## src/rtl/fft256_ctrl_pkg.sv

```systemverilog
// Shared types and widths for the 256-point FFT stream controller.
package fft256_ctrl_pkg;
  localparam int FRAME_LEN  = 256;
  localparam int FRAME_LOG2 = 8;
  localparam int FRM_W      = 16;
  localparam int DRN_W      = 12;

  localparam logic [1:0] S_IDLE  = 2'd0;
  localparam logic [1:0] S_STRT  = 2'd1;
  localparam logic [1:0] S_RUN   = 2'd2;
  localparam logic [1:0] S_FLUSH = 2'd3;

  typedef enum logic [1:0] {
    IDLE  = S_IDLE,
    STRT  = S_STRT,
    RUN   = S_RUN,
    FLUSH = S_FLUSH
  } state_e;
endpackage

```

## src/rtl/fft256_pos_ctr.sv

```systemverilog
// Frame position counter: clear, count enable, wrap pulse on the 255->0 step.
module fft256_pos_ctr
  import fft256_ctrl_pkg::*;
(
  input  logic                  CLK,
  input  logic                  RST,
  input  logic                  clr,
  input  logic                  en,
  output logic [FRAME_LOG2-1:0] pos,
  output logic                  wrap
);
  assign wrap = en & (pos == FRAME_LOG2'(FRAME_LEN - 1));

  always_ff @(posedge CLK) begin
    if (RST || clr) pos <= '0;
    else if (en)    pos <= pos + 1'b1;
  end
endmodule

```

## src/rtl/fft256_stream_ctrl.sv

```systemverilog
// Handshake-to-FFT-core sequencer: frame start, ED gating, zero-pad drain and
// output re-framing with padding-only frames suppressed.
module fft256_stream_ctrl
  import fft256_ctrl_pkg::*;
#(
  parameter int NB    = 12,
  parameter int DRAIN = 768
) (
  input  logic                  CLK,
  input  logic                  RST,
  input  logic                  EN,
  input  logic                  FLUSH_REQ,
  input  logic                  IN_VALID,
  output logic                  IN_READY,
  input  logic [NB-1:0]         IN_DR,
  input  logic [NB-1:0]         IN_DI,
  output logic                  CORE_START,
  output logic                  CORE_ED,
  output logic [NB-1:0]         CORE_DR,
  output logic [NB-1:0]         CORE_DI,
  input  logic                  CORE_RDY,
  input  logic [NB-1:0]         CORE_DOR,
  input  logic [NB-1:0]         CORE_DOI,
  output logic                  OUT_VALID,
  output logic [NB-1:0]         OUT_DR,
  output logic [NB-1:0]         OUT_DI,
  output logic [FRAME_LOG2-1:0] OUT_IDX,
  output logic                  OUT_FIRST,
  output logic                  OUT_LAST,
  output logic [FRM_W-1:0]      FRAMES_IN,
  output logic [FRM_W-1:0]      FRAMES_OUT,
  output logic                  BUSY,
  output logic                  DONE
);
  state_e                state, state_nxt;
  logic                  stop, armed, ed_q;
  logic [DRN_W-1:0]      drain_cnt;
  logic [FRAME_LOG2-1:0] in_pos, out_pos;
  logic                  in_wrap, out_wrap;
  logic                  strt, run, accept, keep;
  logic                  stop_any, at_bound, drain_last;
  logic [FRM_W-1:0]      pending, pending_nxt;

  assign strt   = (state == STRT);
  assign run    = (state == RUN);
  assign accept = run & IN_VALID;

  fft256_pos_ctr u_in_pos (
    .CLK(CLK), .RST(RST), .clr(strt), .en(accept), .pos(in_pos), .wrap(in_wrap)
  );
  fft256_pos_ctr u_out_pos (
    .CLK(CLK), .RST(RST), .clr(strt), .en(keep), .pos(out_pos), .wrap(out_wrap)
  );

  // pending_nxt folds in a same-cycle input wrap so the last accept of a frame
  // already counts when deciding between FLUSH and IDLE.
  assign pending     = FRAMES_IN - FRAMES_OUT;
  assign pending_nxt = FRAMES_IN + {{(FRM_W-1){1'b0}}, in_wrap} - FRAMES_OUT;
  assign stop_any    = stop | FLUSH_REQ | ~EN;
  assign at_bound    = in_wrap | ((in_pos == '0) & ~accept);
  assign drain_last  = (drain_cnt == DRN_W'(DRAIN - 1));

  // Core output is only meaningful once RDY has been seen and it was clocked.
  assign keep = (armed | CORE_RDY) & ed_q & (pending != '0);

  assign IN_READY   = run;
  assign CORE_START = strt;
  assign BUSY       = (state != IDLE);

  always_comb begin
    CORE_ED = 1'b0;
    CORE_DR = '0;
    CORE_DI = '0;
    if (run) begin
      CORE_ED = IN_VALID;
      CORE_DR = IN_DR;
      CORE_DI = IN_DI;
    end else if (state == FLUSH) begin
      CORE_ED = 1'b1;
    end
  end

  always_comb begin
    state_nxt = state;
    case (state)
      IDLE:    if (EN) state_nxt = STRT;
      STRT:    state_nxt = RUN;
      RUN:     if (stop_any && at_bound) state_nxt = (pending_nxt != '0) ? FLUSH : IDLE;
      FLUSH:   if (drain_last) state_nxt = IDLE;
      default: state_nxt = IDLE;
    endcase
  end

  always_ff @(posedge CLK) begin
    if (RST) begin
      state      <= IDLE;
      stop       <= 1'b0;
      armed      <= 1'b0;
      ed_q       <= 1'b0;
      drain_cnt  <= '0;
      FRAMES_IN  <= '0;
      FRAMES_OUT <= '0;
      DONE       <= 1'b0;
      OUT_VALID  <= 1'b0;
      OUT_DR     <= '0;
      OUT_DI     <= '0;
      OUT_IDX    <= '0;
      OUT_FIRST  <= 1'b0;
      OUT_LAST   <= 1'b0;
    end else begin
      state <= state_nxt;
      DONE  <= (state == FLUSH) & drain_last;
      ed_q  <= CORE_ED;

      // FLUSH_REQ is ignored in STRT; only a dropped EN is latched there.
      if (strt)     stop <= ~EN;
      else if (run) stop <= stop_any;
      else          stop <= 1'b0;

      if (state == FLUSH) drain_cnt <= drain_cnt + 1'b1;
      else                drain_cnt <= '0;

      if (strt)          armed <= 1'b0;
      else if (CORE_RDY) armed <= 1'b1;

      if (strt)         FRAMES_IN <= '0;
      else if (in_wrap) FRAMES_IN <= FRAMES_IN + 1'b1;

      if (strt)          FRAMES_OUT <= '0;
      else if (out_wrap) FRAMES_OUT <= FRAMES_OUT + 1'b1;

      OUT_VALID <= keep;
      OUT_FIRST <= keep & (out_pos == '0);
      OUT_LAST  <= out_wrap;
      if (keep) begin
        OUT_DR  <= CORE_DOR;
        OUT_DI  <= CORE_DOI;
        OUT_IDX <= out_pos;
      end
    end
  end
endmodule

```

## config.mk

```make
export PLATFORM = sky130hd
export DESIGN_NAME = fft256_stream_ctrl
export DESIGN_NICKNAME = d
export VERILOG_FILES = /design/src/rtl/fft256_ctrl_pkg.sv /design/src/rtl/fft256_pos_ctr.sv /design/src/rtl/fft256_stream_ctrl.sv
export SDC_FILE = /design/constraint.sdc
export NUM_CORES = 1
export LEC_CHECK = 0
export CAP_MARGIN = 30
export CORE_AREA = 2 2 115 117
export CTS_BUF_LIST = sky130_fd_sc_hd__clkbuf_8
export DETAILED_ROUTE_END_ITERATION = 16
export DIE_AREA = 0 0 117 119
export GPL_TIMING_DRIVEN = 0
export PLACE_DENSITY = 0.88
export SYNTH_ARGS = -nofsm -noshare
export SYNTH_HDL_FRONTEND = slang
export SYNTH_SLANG_ARGS = --single-unit
```

## constraint.sdc

```tcl
create_clock -name CLK -period 4.3 [get_ports CLK]
set_input_delay 0.86 -clock CLK [delete_from_list [all_inputs] [get_ports CLK]]
set_output_delay 0.86 -clock CLK [all_outputs]
set_load 0.02 [all_outputs]
```

==> results of run 1 <==
## cells in the mapped netlist (12+ instances only)
master    instances
inv_1            57
xor2_1           13
o21ai_0          53
or3_1            13
ha_1             38
nor3_1           16
a21oi_1          60
nand3_1          55
and2_1           27
xnor2_1          23
clkbuf_1         29
nor2_1           57
nand2_1          74
nand4_1          18
nand2b_1         13
mux2i_1          12
dfxtp_1         101
fa_1             14
## area by class of cell
| type | count | area [µm²] |
|---|---|---|
| Clock buffer | 10 | 137.6 |
| Timing Repair Buffer | 150 | 1501 |
| Fill cell | 1062 | 4265 |
| Tap cell | 176 | 220.2 |
| Sequential cell | 101 | 2022 |
| Multi-Input combinational cell | 633 | 4244 |
| Buffer | 42 | 187.7 |
| Clock inverter | 5 | 82.58 |
| Inverter | 57 | 214.0 |
## cell families after synthesis
logic type | after synthesis
XOR/XNOR | 36
AND/OR/NAND/NOR | 335
multiplexers | 12
AO/OA/AOI/OAI | 198
flip-flops | 101
buffers and inverters | 99
adder cells (fa/ha/maj) | 52
## cells in the final DEF, fill, tap and decap left out, types with 6 or more instances in the layout
cell type        Yosys  routed
and3_1              11      11
clkbuf_1            29      29
nor3_1              16      16
nand4_1             18      18
clkdlybuf4s50_1      0     148
dfxtp_1            101     101
fa_1                14      13
and2_1              27      26
nand2b_1            13      13
mux2i_1             12      12
nor4_1              10      10
ha_1                38      38
nor2_1              57      57
nand2_1             74      74
inv_1               57      57
clkbuf_8             0      10
a21oi_1             60      58
buf_2                6       6
or3_1               13      13
nand3_1             55      55
nor2b_1              9       9
o311ai_0             8       8
and4_1               6       6
o21ai_0             53      53
or4_1                7       7
xor2_1              13      13
xnor2_1             23      23
## sequential cells by signal, summed over array words and instances, names as in the netlist, 2 cells and up
name	cells
u_out_pos.pos	8
FRAMES_IN	16
OUT_DR	12
state	2
u_in_pos.pos	8
drain_cnt	12
FRAMES_OUT	16
OUT_IDX	8
OUT_DI	12
## power by group
part	leakage, nW	total [W]	switching [W]	internal [W]
Clock	0.113	0.000697	0.000354	0.000343
Combinational	2.16	0.000253	0.000135	0.000119
Sequential	0.814	0.000947	0.00000556	0.000941
## worst paths after layout
check	to	slack (ns)
min	drain_cnt[0]$_SDFF_PP0_	0.46
max	OUT_DI[1]$_SDFFE_PP0P_	0.39
max reg2reg	OUT_DI[1]$_SDFFE_PP0P_	0.39
min reg2reg	drain_cnt[0]$_SDFF_PP0_	0.46
## routing by layer
metal	share of wire	GRT usage	vias to the layer above
met3	0.098	0.05293	55
met1	0.42	0.3771	3238
met5	0	0	-
met2	0.45	0.4371	349
met4	0.032	0.1029	0
li1	-	-	3306
## metrics by stage
step | TNS, ns | utilization | instances | total power, W | area [µm²]
2_1_floorplan | 0 | - | 833 | 0.001087 | 6624
3_3_place_gp | -1.021 | 0.6474 | 1158 | 0.001215 | 8335
3_5_place_dp | -1.045 | 0.6474 | 1158 | 0.001219 | 8335
4_1_cts | 0 | 0.6650 | 1173 | 0.001892 | 8562
5_1_grt | 0 | 0.6687 | 1174 | 0.001959 | 8610
6_report | 0 | 0.6687 | 1174 | 0.001897 | 8610
## timing repair
action,4_1_cts,5_1_grt
buffers inserted,0,1
gates resized for setup,2,10
endpoints found under the setup margin,2,2
pin swaps,2,6
## critical path, stage by stage (launching register included)
cell and delay, ns:
dfxtp_1 0.53, ha_1 0.23, inv_1 0.06, fa_1 0.40, nor2b_1 0.18, a211o_1 0.32, a211oi_1 0.34, o21ai_0 0.16
a2111oi_2 0.43, nand4_1 0.51, clkbuf_1 0.38, nand3_1 0.17, a21oi_1 0.08
==> impl_metrics.json, run 1 <==
{
  "worstPathRequired_ns": 4.56,
  "cts_buffer_depth": 2,
  "r2r-start": "FRAMES_IN[2]$_SDFFE_PP0P_",
  "period_needed_ns": 3.914,
  "worstSetupPathType": "reg2reg",
  "drv_cap": 0,
  "syn-cell-area_um2": 6624,
  "num_rows": 42,
  "drc": 0,
  "cts_tree": "built",
  "die_w_um": 117,
  "clkTransAtPathRegs_ns": 0.10,
  "drt_iter0_markers": 483,
  "reg2reg_depth": 12,
  "timing.hold.ws_ns": 0.4611,
  "core_area_um2": 12870,
  "areaGrowthSynthToFinish_pct": 29.98,
  "initial_utilization": 0.5145,
  "synthCells": 833,
  "grt_setup_unrepaired": "no",
  "slew_violations": 0,
  "die_y_um": 119,
  "synth.top_cell.area_share": 0.3053,
  "gp_congestion": 0.9649,
  "min_delay_path_depth": 1,
  "synth.distinct_cells": 71,
  "ys_seq_elements": 101,
  "numCtsBuffers": 9,
  "grt_pass1_wl_um": 30480,
  "grt_usage": 0.2777,
  "h-tree-depth": 3,
  "diodes": 0,
  "fp.dieArea_um2": 13920,
  "avgSynthCellArea_um2": 7.952,
  "pre_cts_slack_ns": -0.5356,
  "worstPathArrival_ns": 4.17,
  "async_flop_share": 0,
  "yosysWarningCount": 0,
  "grt_pass1_vias": 6119,
  "skew_ns": 0.02222,
  "first_pass_iters": 5,
  "antenna_found_initial": 1,
  "ys_seq_area_frac": 0.3053,
  "num_vias": 6948,
  "drive_gt1_frac": 0.04609,
  "worst_setup_path_start_kind": "flip-flop",
  "hp-class": "reg2reg",
  "ctsHoldBuffers": 0,
  "vias_per_cell": 5.918,
  "drtAntennaViolNets": 0,
  "grt_max_degree": 17,
  "worstMarginPinSlew_ns": 1.086,
  "post-route-period-util": 0.9103,
  "hold_viol": 0,
  "fmax_ghz": 0.2555,
  "synth_flop_cell": "dfxtp_1",
  "endpoint_kind": "flip-flop",
  "synth_compound_area_frac": 0.1910,
  "synth-xor-area-share": 0.04760,
  "synth_top_area_cell": "dfxtp_1",
  "dp_hpwl_um": 15120,
  "io_buffers": 149,
  "power_density_nw_per_um2": 220.3,
  "maxSlewHeadroom": 0.2576,
  "cts-root-buf": "clkbuf_8",
  "yosys-top-cells-area": "dfxtp_1 (31%), ha_1 (7.2%), a21oi_1 (4.5%), fa_1 (4.2%), nand2_1 (4.2%)",
  "outcome": "complete, no violations",
  "cts_num_sinks": 101,
  "synthMuxAreaShare": 0.01813,
  "synth_edf_count": 0,
  "boundaryPins": 150,
  "syn_nets": 939,
  "synth_fa_ha_area_frac": 0.1141,
  "vdd_ir_drop_max_mv": 0.2891,
  "postLayoutSetupSlackWorst_ns": 0.3857,
  "totalWireLength_um": 19850,
  "clkLatencyLatePin_ns": 0.39,
  "grt_overflow_total": 0,
  "synthSimpleGateAreaFrac": 0.2633,
  "min_from": "drain_cnt[0]$_SDFF_PP0_",
  "wl_per_cell_um": 16.91,
  "nets": 1100,
  "synth_top_family_by_area": "simple AND/OR/NAND/NOR gates",
  "timing.critical_path.from": "FRAMES_IN[2]$_SDFFE_PP0P_",
  "p_leak_nw": 3.084,
  "setup_violations": 0,
  "crit_fanout": 10
}
Power figures use the tool's default switching activity.
==> run 2, diff against run 1 <==
- HOLD_SLACK_MARGIN: not set -> 0.02
==> results of run 2 <==
Final layout, timing and power as in run 1 (identical DEF).
